**src/rtl/multiplier_pipe_if.sv**
```systemverilog
// multiplier_pipe_if: operand/result handshake bundle for multiplier_pipe
interface multiplier_pipe_if #(parameter int WIDTH = 32);
   logic               in_valid;
   logic               in_ready;
   logic [WIDTH-1:0]   a;
   logic [WIDTH-1:0]   b;
   logic               tc;
   logic               out_valid;
   logic               out_ready;
   logic [2*WIDTH-1:0] y;
   logic               busy;
   modport master (
      output in_valid, a, b, tc, out_ready,
      input  in_ready, out_valid, y, busy
   );
   modport slave (
      input  in_valid, a, b, tc, out_ready,
      output in_ready, out_valid, y, busy
   );
endinterface

```
**src/rtl/multiplier_pipe.sv**
```systemverilog
// multiplier_pipe: STAGES-deep valid/ready multiplier; signed mode enabled by MULTIPLIER_PIPE_SIGNED_EN
module multiplier_pipe #(
   parameter int WIDTH  = 32,
   parameter int STAGES = 2
) (
   input logic             clk,
   input logic             rst,
   multiplier_pipe_if.slave bus
);
   logic                en;
   logic [STAGES-1:0]   vld_q, vld_d;
   logic [WIDTH-1:0]    a_q, b_q;
   logic [2*WIDTH-1:0]  ea, eb, prod;
   logic [2*WIDTH-1:0]  p_q [1:STAGES-1];
`ifdef MULTIPLIER_PIPE_SIGNED_EN
   logic                tc_q;
`endif
   assign en            = !vld_q[STAGES-1] || bus.out_ready;
   assign bus.in_ready  = en;
   assign bus.out_valid = vld_q[STAGES-1];
   assign bus.y         = p_q[STAGES-1];
   assign bus.busy      = |vld_q;
   // valid bits shift in lockstep; a bubble enters as 0
   always_comb vld_d = en ? {vld_q[STAGES-2:0], bus.in_valid} : vld_q;
   // valid chain register, cleared by reset
   always_ff @(posedge clk) begin
      if (rst) vld_q <= '0;
      else vld_q <= vld_d;
   end
   // stage 1 operand capture; data needs no reset
   always_ff @(posedge clk) begin
      if (en) begin
         a_q <= bus.a;
         b_q <= bus.b;
`ifdef MULTIPLIER_PIPE_SIGNED_EN
         tc_q <= bus.tc;
`endif
      end
   end
   // operand extension to full width so one multiplier serves both modes
   always_comb begin
`ifdef MULTIPLIER_PIPE_SIGNED_EN
      ea = {{WIDTH{tc_q & a_q[WIDTH-1]}}, a_q};
      eb = {{WIDTH{tc_q & b_q[WIDTH-1]}}, b_q};
`else
      ea = {{WIDTH{1'b0}}, a_q};
      eb = {{WIDTH{1'b0}}, b_q};
`endif
      prod = ea * eb;
   end
   // product pipeline; last entry is the output register y, the only data reset
   always_ff @(posedge clk) begin
      if (en) begin
         p_q[1] <= prod;
         for (int s = 2; s < STAGES; s++) p_q[s] <= p_q[s-1];
      end
      if (rst) p_q[STAGES-1] <= '0;
   end
endmodule

```
**src/flat_wrapper.sv**
```systemverilog
// flat-port wrapper written by rule: the top's interface ports become plain ports
module multiplier_pipe_flat 
#(
   parameter int WIDTH  = 32,
   parameter int STAGES = 2
)
  (clk, rst, bus_in_valid, bus_a, bus_b, bus_tc, bus_out_ready, bus_in_ready, bus_out_valid, bus_y, bus_busy);
  multiplier_pipe_if #(.WIDTH(WIDTH)) bus_i ();
  input logic clk;
  input logic rst;
  input wire logic [$bits(bus_i.in_valid)-1:0] bus_in_valid;
  input wire logic [$bits(bus_i.a)-1:0] bus_a;
  input wire logic [$bits(bus_i.b)-1:0] bus_b;
  input wire logic [$bits(bus_i.tc)-1:0] bus_tc;
  input wire logic [$bits(bus_i.out_ready)-1:0] bus_out_ready;
  output wire logic [$bits(bus_i.in_ready)-1:0] bus_in_ready;
  output wire logic [$bits(bus_i.out_valid)-1:0] bus_out_valid;
  output wire logic [$bits(bus_i.y)-1:0] bus_y;
  output wire logic [$bits(bus_i.busy)-1:0] bus_busy;
  assign bus_i.in_valid = bus_in_valid;
  assign bus_i.a = bus_a;
  assign bus_i.b = bus_b;
  assign bus_i.tc = bus_tc;
  assign bus_i.out_ready = bus_out_ready;
  assign bus_in_ready = bus_i.in_ready;
  assign bus_out_valid = bus_i.out_valid;
  assign bus_y = bus_i.y;
  assign bus_busy = bus_i.busy;
  multiplier_pipe #(.WIDTH(WIDTH), .STAGES(STAGES)) u_core (.clk(clk), .rst(rst), .bus(bus_i));
endmodule
```
**config.mk**
```make
export PLATFORM = sky130hd
export DESIGN_NAME = multiplier_pipe_flat
export DESIGN_NICKNAME = d
export VERILOG_FILES = /design/src/rtl/multiplier_pipe_if.sv /design/src/rtl/multiplier_pipe.sv /design/src/flat_wrapper.sv
export SDC_FILE = /design/constraint.sdc
export NUM_CORES = 2
export LEC_CHECK = 0
export CAP_MARGIN = 10
export CELL_PAD_IN_SITES_DETAIL_PLACEMENT = 1
export CELL_PAD_IN_SITES_GLOBAL_PLACEMENT = 2
export CORE_UTILIZATION = 46
export CTS_CLUSTER_DIAMETER = 80
export DETAILED_ROUTE_END_ITERATION = 6
export GPL_TIMING_DRIVEN = 0
export PLACE_DENSITY = 0.92
export SYNTH_ARGS = -nofsm -noshare
export SYNTH_HDL_FRONTEND = slang
export SYNTH_SLANG_ARGS = --single-unit
```
**constraint.sdc**
```tcl
create_clock -name clk -period 14 [get_ports clk]
set_input_delay 1.4 -clock clk [delete_from_list [all_inputs] [get_ports clk]]
set_output_delay 1.4 -clock clk [all_outputs]
set_load 0.005 [all_outputs]
```
==> flow_summary.toml <==
[outcome]
status = "complete, no violations"

[critical_path]
r2r.worst_path.cells = 26
timing.critical_path.fanout_max = 10
cp_data_arrival_time_ns = 9.52
origin_of_the_critical_flop_to_flop_path = "u_core.a_q[20]"
worst-endpoint-required_ns = 14.26
critical_path.reg2reg.endpoint = "u_core.p_q[1][63]"
setup.worst_path.start_class = "flop"
timing.setup.critical_path_class = "flop to flop"
critPathCaptureType = "flop"
setup.worst_path.start = "u_core.a_q[20]"
timing.reg2reg.setup_slack_ns = 4.73

[routing]
routedWlPerCell_um = 28.5
initialDrtViolationCount = 2289
viasPerCell = 5.68
drt_pass1_iterations = 5
remaining_drc_errors = 0
postRouteAntennaNets = 0
postRouteWirelength_um = 147000
vias = 29300

[clock_network]
cts_setup_buffers = 0
number_of_hold_repair_buffers_added_at_the_cts_stage = 0
cts-root-buf = "sky130_fd_sc_hd__clkbuf_16"
cts_buf_count = 17
cts_tree = "done"
cts_num_sinks = 130
clock_buffer_depth = 2
clkSlewWorstSetupHoldPaths_ns = 0.07
insertion_delay_ns = 0.54
postCtsResizedCells = 0
h-tree-depth = 4

[worst_hold_path]
worst_hold_path.num_cells = 2
worst_hold_start = "u_core.vld_q[0]"
hold_path_class = "flop to flop"
hold_path_end = "u_core.vld_q[1]"

[logic_synthesis]
synth-simple-area-share_pct = 17.3
asyncSetResetFlopFracSynth_pct = 0
synth_compound_gate_area_share_pct = 3.98
yosys.cell_types.count = 71
yosysWarnings = 0
synth_enable_flop_cells = 128
ys_ff_latch = 130
netlist.top_cell.by_area = "sky130_fd_sc_hd__fa_1"
syn-cell-area_um2 = 37800
share_of_the_synthesized_area_in_the_top_cell_type_pct = 47.5
share_of_the_yosys_chip_area_belonging_to_registers_pct = 10.3
synthesis.nets = 5149
combinational_family_with_the_most_area_after_synthesis = "adder cells"
synth_xor_area_share_pct = 1.27
post_synth_fa_ha_maj_area_fraction_pct = 56.2
avgSynthCellArea_um2 = 9.64
yosys_most_used_dff = "sky130_fd_sc_hd__edfxtp_1"
post_synth_mux_area_share_pct = 0.113
ys_top_cells_by_count = "896 x sky130_fd_sc_hd__fa_1, 861 x sky130_fd_sc_hd__inv_1, 598 x sky130_fd_sc_hd__and2_1"
synth_top_cells_by_area = "sky130_fd_sc_hd__fa_1 47%, sky130_fd_sc_hd__edfxtp_1 10%, sky130_fd_sc_hd__and2_1 9.9%, sky130_fd_sc_hd__ha_1 8.7%, sky130_fd_sc_hd__inv_1 8.6%"
netlist_instances = 3921
most_numerous_cell_in_the_yosys_netlist = "sky130_fd_sc_hd__fa_1"

[grt]
grt_util_all_layers_pct = 36.7
grt_pass1_vias = 32800
grt_antenna_before_repair = 15
grt_start_max_net_pins = 44
grt_remaining_overflow = 0
grt_pass1_wl_um = 214000

[timing]
final-hold-violation-count = 0
timing.final.crit_share_pct = 66.2
timing.slew.headroom_pct = 10.9
final_max_slew_viol_count = 0
timing_worst_slew_pin_value_ns = 1.34
setup_tns_ns = 0
layout_min_cycle_time_ns = 9.27
grt_setup_unrepaired = "false"
worst_clock_skew_ns = 0.0289
fin_hold_ws_ns = 0.483
setup-violations-final = 0
timing.fmax_mhz = 108

[cells_and_area]
nFillCells = 9226
post_route_cells_drive_above_1_share_pct = 1.88
areaGrowthSynthToFinish_pct = 8.78
post-route-util_pct = 50.8
finish.net_count = 5304

[floorplanning]
floorplan.die.height_um = 289
design.core.area_um2 = 80900
io_pins = 136
cell_rows = 104
die-area_um2 = 83300
start_util_pct = 46.7
die_width_um = 289

[placement]
gp_routability_congestion = 1.04
io_buffers = 134
dp.final_hpwl_um = 123000

[job]
drv.max_cap_violation_count = 0
-- flip-flops by register name, indices dropped and copies added, names as in the netlist --
register and flops:
u_core.p_q 64, u_core.b_q 32, u_core.a_q 32, u_core.vld_q 2
-- cells in the final DEF (no fill, tap or decap), drive strengths merged, types with 13 or more instances in the layout --
cell type	Yosys	routed
a21o	27	27
a21oi	69	69
and2	600	600
buf	13	15
clkbuf	209	227
clkdlybuf4s50	0	134
edfxtp	128	128
fa	896	896
ha	263	263
inv	861	868
nand2	483	483
nand4	13	13
nor2	89	89
nor3	20	20
o211ai	13	13
o21ai	41	41
xnor2	30	30
xor2	25	25
-- logic make-up (layout without fill, tap and decap cells) --
group / after synthesis / after routing
compound gates: 219 / 219
other cells: 0 / 8
simple gates: 1271 / 1271
mux: 4 / 4
buf+inv: 1083 / 1251
fa+ha+maj: 1159 / 1159
flops: 130 / 130
xor+xnor: 55 / 55
-- cell type report --
type,instances,area [µm²],area share (%)
antenna,8,20.0,0.0487
buffer,222,878,2.14
clock buffer,18,429,1.04
clock inverter,14,145,0.353
inverter,861,3230,7.86
multi-input combinational,2708,29800,72.5
sequential,130,3880,9.45
tap,1060,1330,3.23
timing repair buffer,136,1390,3.38
-- through the flow --
stage / worst slack (ns) / cells / instance area [µm²]
finish: 4.73 / 5157 / 41100
CTS: 5.03 / 5149 / 41100
floorplan: 6.73 / 3921 / 37800
global placement: 5.06 / 5115 / 40500
global route: 4.55 / 5151 / 41100
detailed placement: 5.02 / 5117 / 40500
-- worst max-delay path by stage --
stage                   endpoint  slack, ns  cells after the start
5_1_grt        u_core.p_q[1][63]       4.55                     26
4_1_cts        u_core.p_q[1][60]       5.03                     22
2_1_floorplan  u_core.p_q[1][62]       6.73                     26
3_5_place_dp   u_core.p_q[1][63]       5.02                     26
6_report       u_core.p_q[1][63]       4.73                     26
3_3_place_gp   u_core.p_q[1][60]       5.06                     22
-- per-layer routing --
layer  wire length [µm]  GRT usage [%]
met5                 34              0
met4              14600           30.6
met1              52800           43.9
met2              67200           57.9
met3              12200           6.87
-- worst max-delay path, stage by stage (launching register included) --
cell and delay (ns):
sky130_fd_sc_hd__edfxtp_1 0.59, sky130_fd_sc_hd__clkbuf_1 0.94, sky130_fd_sc_hd__nand2_1 0.17, sky130_fd_sc_hd__fa_1 0.53
sky130_fd_sc_hd__inv_1 0.05, sky130_fd_sc_hd__fa_1 0.49, sky130_fd_sc_hd__inv_1 0.18, sky130_fd_sc_hd__fa_1 0.58
sky130_fd_sc_hd__inv_1 0.06, sky130_fd_sc_hd__fa_1 0.49, sky130_fd_sc_hd__fa_1 0.76, sky130_fd_sc_hd__fa_1 0.49
sky130_fd_sc_hd__fa_1 0.52, sky130_fd_sc_hd__inv_1 0.06, sky130_fd_sc_hd__fa_1 0.48, sky130_fd_sc_hd__inv_1 0.04
sky130_fd_sc_hd__ha_1 0.28, sky130_fd_sc_hd__buf_6 0.14, sky130_fd_sc_hd__nand4_1 0.19, sky130_fd_sc_hd__nor4_1 0.54
sky130_fd_sc_hd__a211oi_1 0.14, sky130_fd_sc_hd__a32oi_1 0.31, sky130_fd_sc_hd__o31ai_4 0.18, sky130_fd_sc_hd__o211ai_1 0.27
sky130_fd_sc_hd__a31oi_1 0.15, sky130_fd_sc_hd__xnor2_1 0.27, sky130_fd_sc_hd__nor2_1 0.06
Power is not shown: default switching activity piles up to over one toggle a cycle in this logic, so the estimate is an artifact.
==> RTL change: new RTL, config.mk and constraints unchanged <==
`WIDTH` is set to 32 in 3 places; all go to 28.
--- a/src/rtl/multiplier_pipe_if.sv
+++ b/src/rtl/multiplier_pipe_if.sv
@@ -1,3 +1,3 @@
 // multiplier_pipe_if: operand/result handshake bundle for multiplier_pipe
-interface multiplier_pipe_if #(parameter int WIDTH = 32);
+interface multiplier_pipe_if #(parameter int WIDTH = 28);
    logic               in_valid;
--- a/src/rtl/multiplier_pipe.sv
+++ b/src/rtl/multiplier_pipe.sv
@@ -2,3 +2,3 @@
 module multiplier_pipe #(
-   parameter int WIDTH  = 32,
+   parameter int WIDTH  = 28,
    parameter int STAGES = 2
--- a/src/flat_wrapper.sv
+++ b/src/flat_wrapper.sv
@@ -3,3 +3,3 @@
 #(
-   parameter int WIDTH  = 32,
+   parameter int WIDTH  = 28,
    parameter int STAGES = 2
Interface: changed (resized bus_a, bus_b and bus_y); port bits go from 136 to 120. No check against the original RTL was run, so the function may have changed too.
==> RTL change against the unedited design <==
The run now ends with design-rule violations left. Worst setup slack got worse by 0.52 ns. Cell area fell by 20%. Routed wire length fell by 22%. Sequential cell count fell by 16. Synthesized area fell by 21%. Count of clock-buffer cells in the layout fell by 1. Critical endpoint is now u_core.p_q[1][45]. Largest cell class unchanged.
Power is not shown: default switching activity piles up to over one toggle a cycle in this logic, so the estimate is an artifact.
==> RTL change: results (changes against the unedited design) <==
| Metric | Value |
|---|---|
| Layout fillers | `7396 (was 9226)` |
| Met2 WL | `54700 um (was 67200 um)` |
| Port bufs | `117 (was 134)` |
| First-pass GRT wire length | `168000 um (was 214000 um)` |
| Compound-Gate Fraction of Synth Area | `4.36% (was 3.98%)` |
| Mux share of post-synthesis cell area | `0.221% (was 0.113%)` |
| Synth Cell Area | `0.0299 sq mm (was 0.0378 sq mm)` |
| Largest net degree at the start of global routing | `57 (was 44)` |
| DRC Markers | `6 (was 0)` |
| Failing checks | `design-rule violations` |
| Number of synthesized flops with an enable pin | `112 (was 128)` |
| Main area contributors after synthesis | `fa_1 45%, edfxtp_1 11%, inv_1 9.8% (was fa_1 47%, edfxtp_1 10%, and2_1 9.9%)` |
| Routability cong. | `0.963 (was 1.04)` |
| Final #Nets | `4314 (was 5304)` |
| Biggest regs | `u_core.p_q x56, u_core.a_q x28, u_core.b_q x28 (was u_core.p_q x64, u_core.a_q x32, u_core.b_q x32)` |
| Setup slack at placement | `4.50 ns (was 5.02 ns)` |
| DP Area | `0.0322 sq mm (was 0.0405 sq mm)` |
| Inverters | `781 (was 861)` |
| Buffering overhead | `5.91% (was 5.52%)` |
| Adder-cell share of the synthesized area | `53.8% (was 56.2%)` |
| Hpwl dp | `92800 um (was 123000 um)` |
| Status | `finished with violations (was completed)` |
| Detailed Routing Iterations Pass 1 | `7 (was 5)` |
| Met1 usage | `42.2% (was 43.9%)` |
| Gr usage total | `35.8% (was 36.7%)` |
-- RTL change: cell types whose count changed after synthesis, sizes merged, moves of 10 or more --
cell,unedited run,this run
nand2,483,424
ha,263,210
clkbuf,209,196
xnor2,30,19
and2,600,408
edfxtp,128,112
inv,861,781
fa,896,674
nor2,89,76
o21bai,6,16
buf,13,2
-- RTL change: worst max-delay path, stage by stage, from the launching register on --
cell	delay (ns)
edfxtp_1	0.32
clkbuf_1	0.96
clkbuf_1	0.97
nand2_1	0.17
fa_1	0.58
inv_1	0.06
fa_1	0.50
inv_1	0.06
fa_1	0.54
inv_1	0.05
fa_1	0.51
fa_1	0.45
fa_1	0.50
inv_1	0.05
fa_1	0.48
inv_1	0.05
ha_1	0.26
clkbuf_1	0.34
nand4_1	0.22
nor4_1	0.42
inv_1	0.11
a311oi_1	0.88
o21ai_1	0.22
a211oi_1	0.44
nor3_1	0.09
nor3_1	0.32
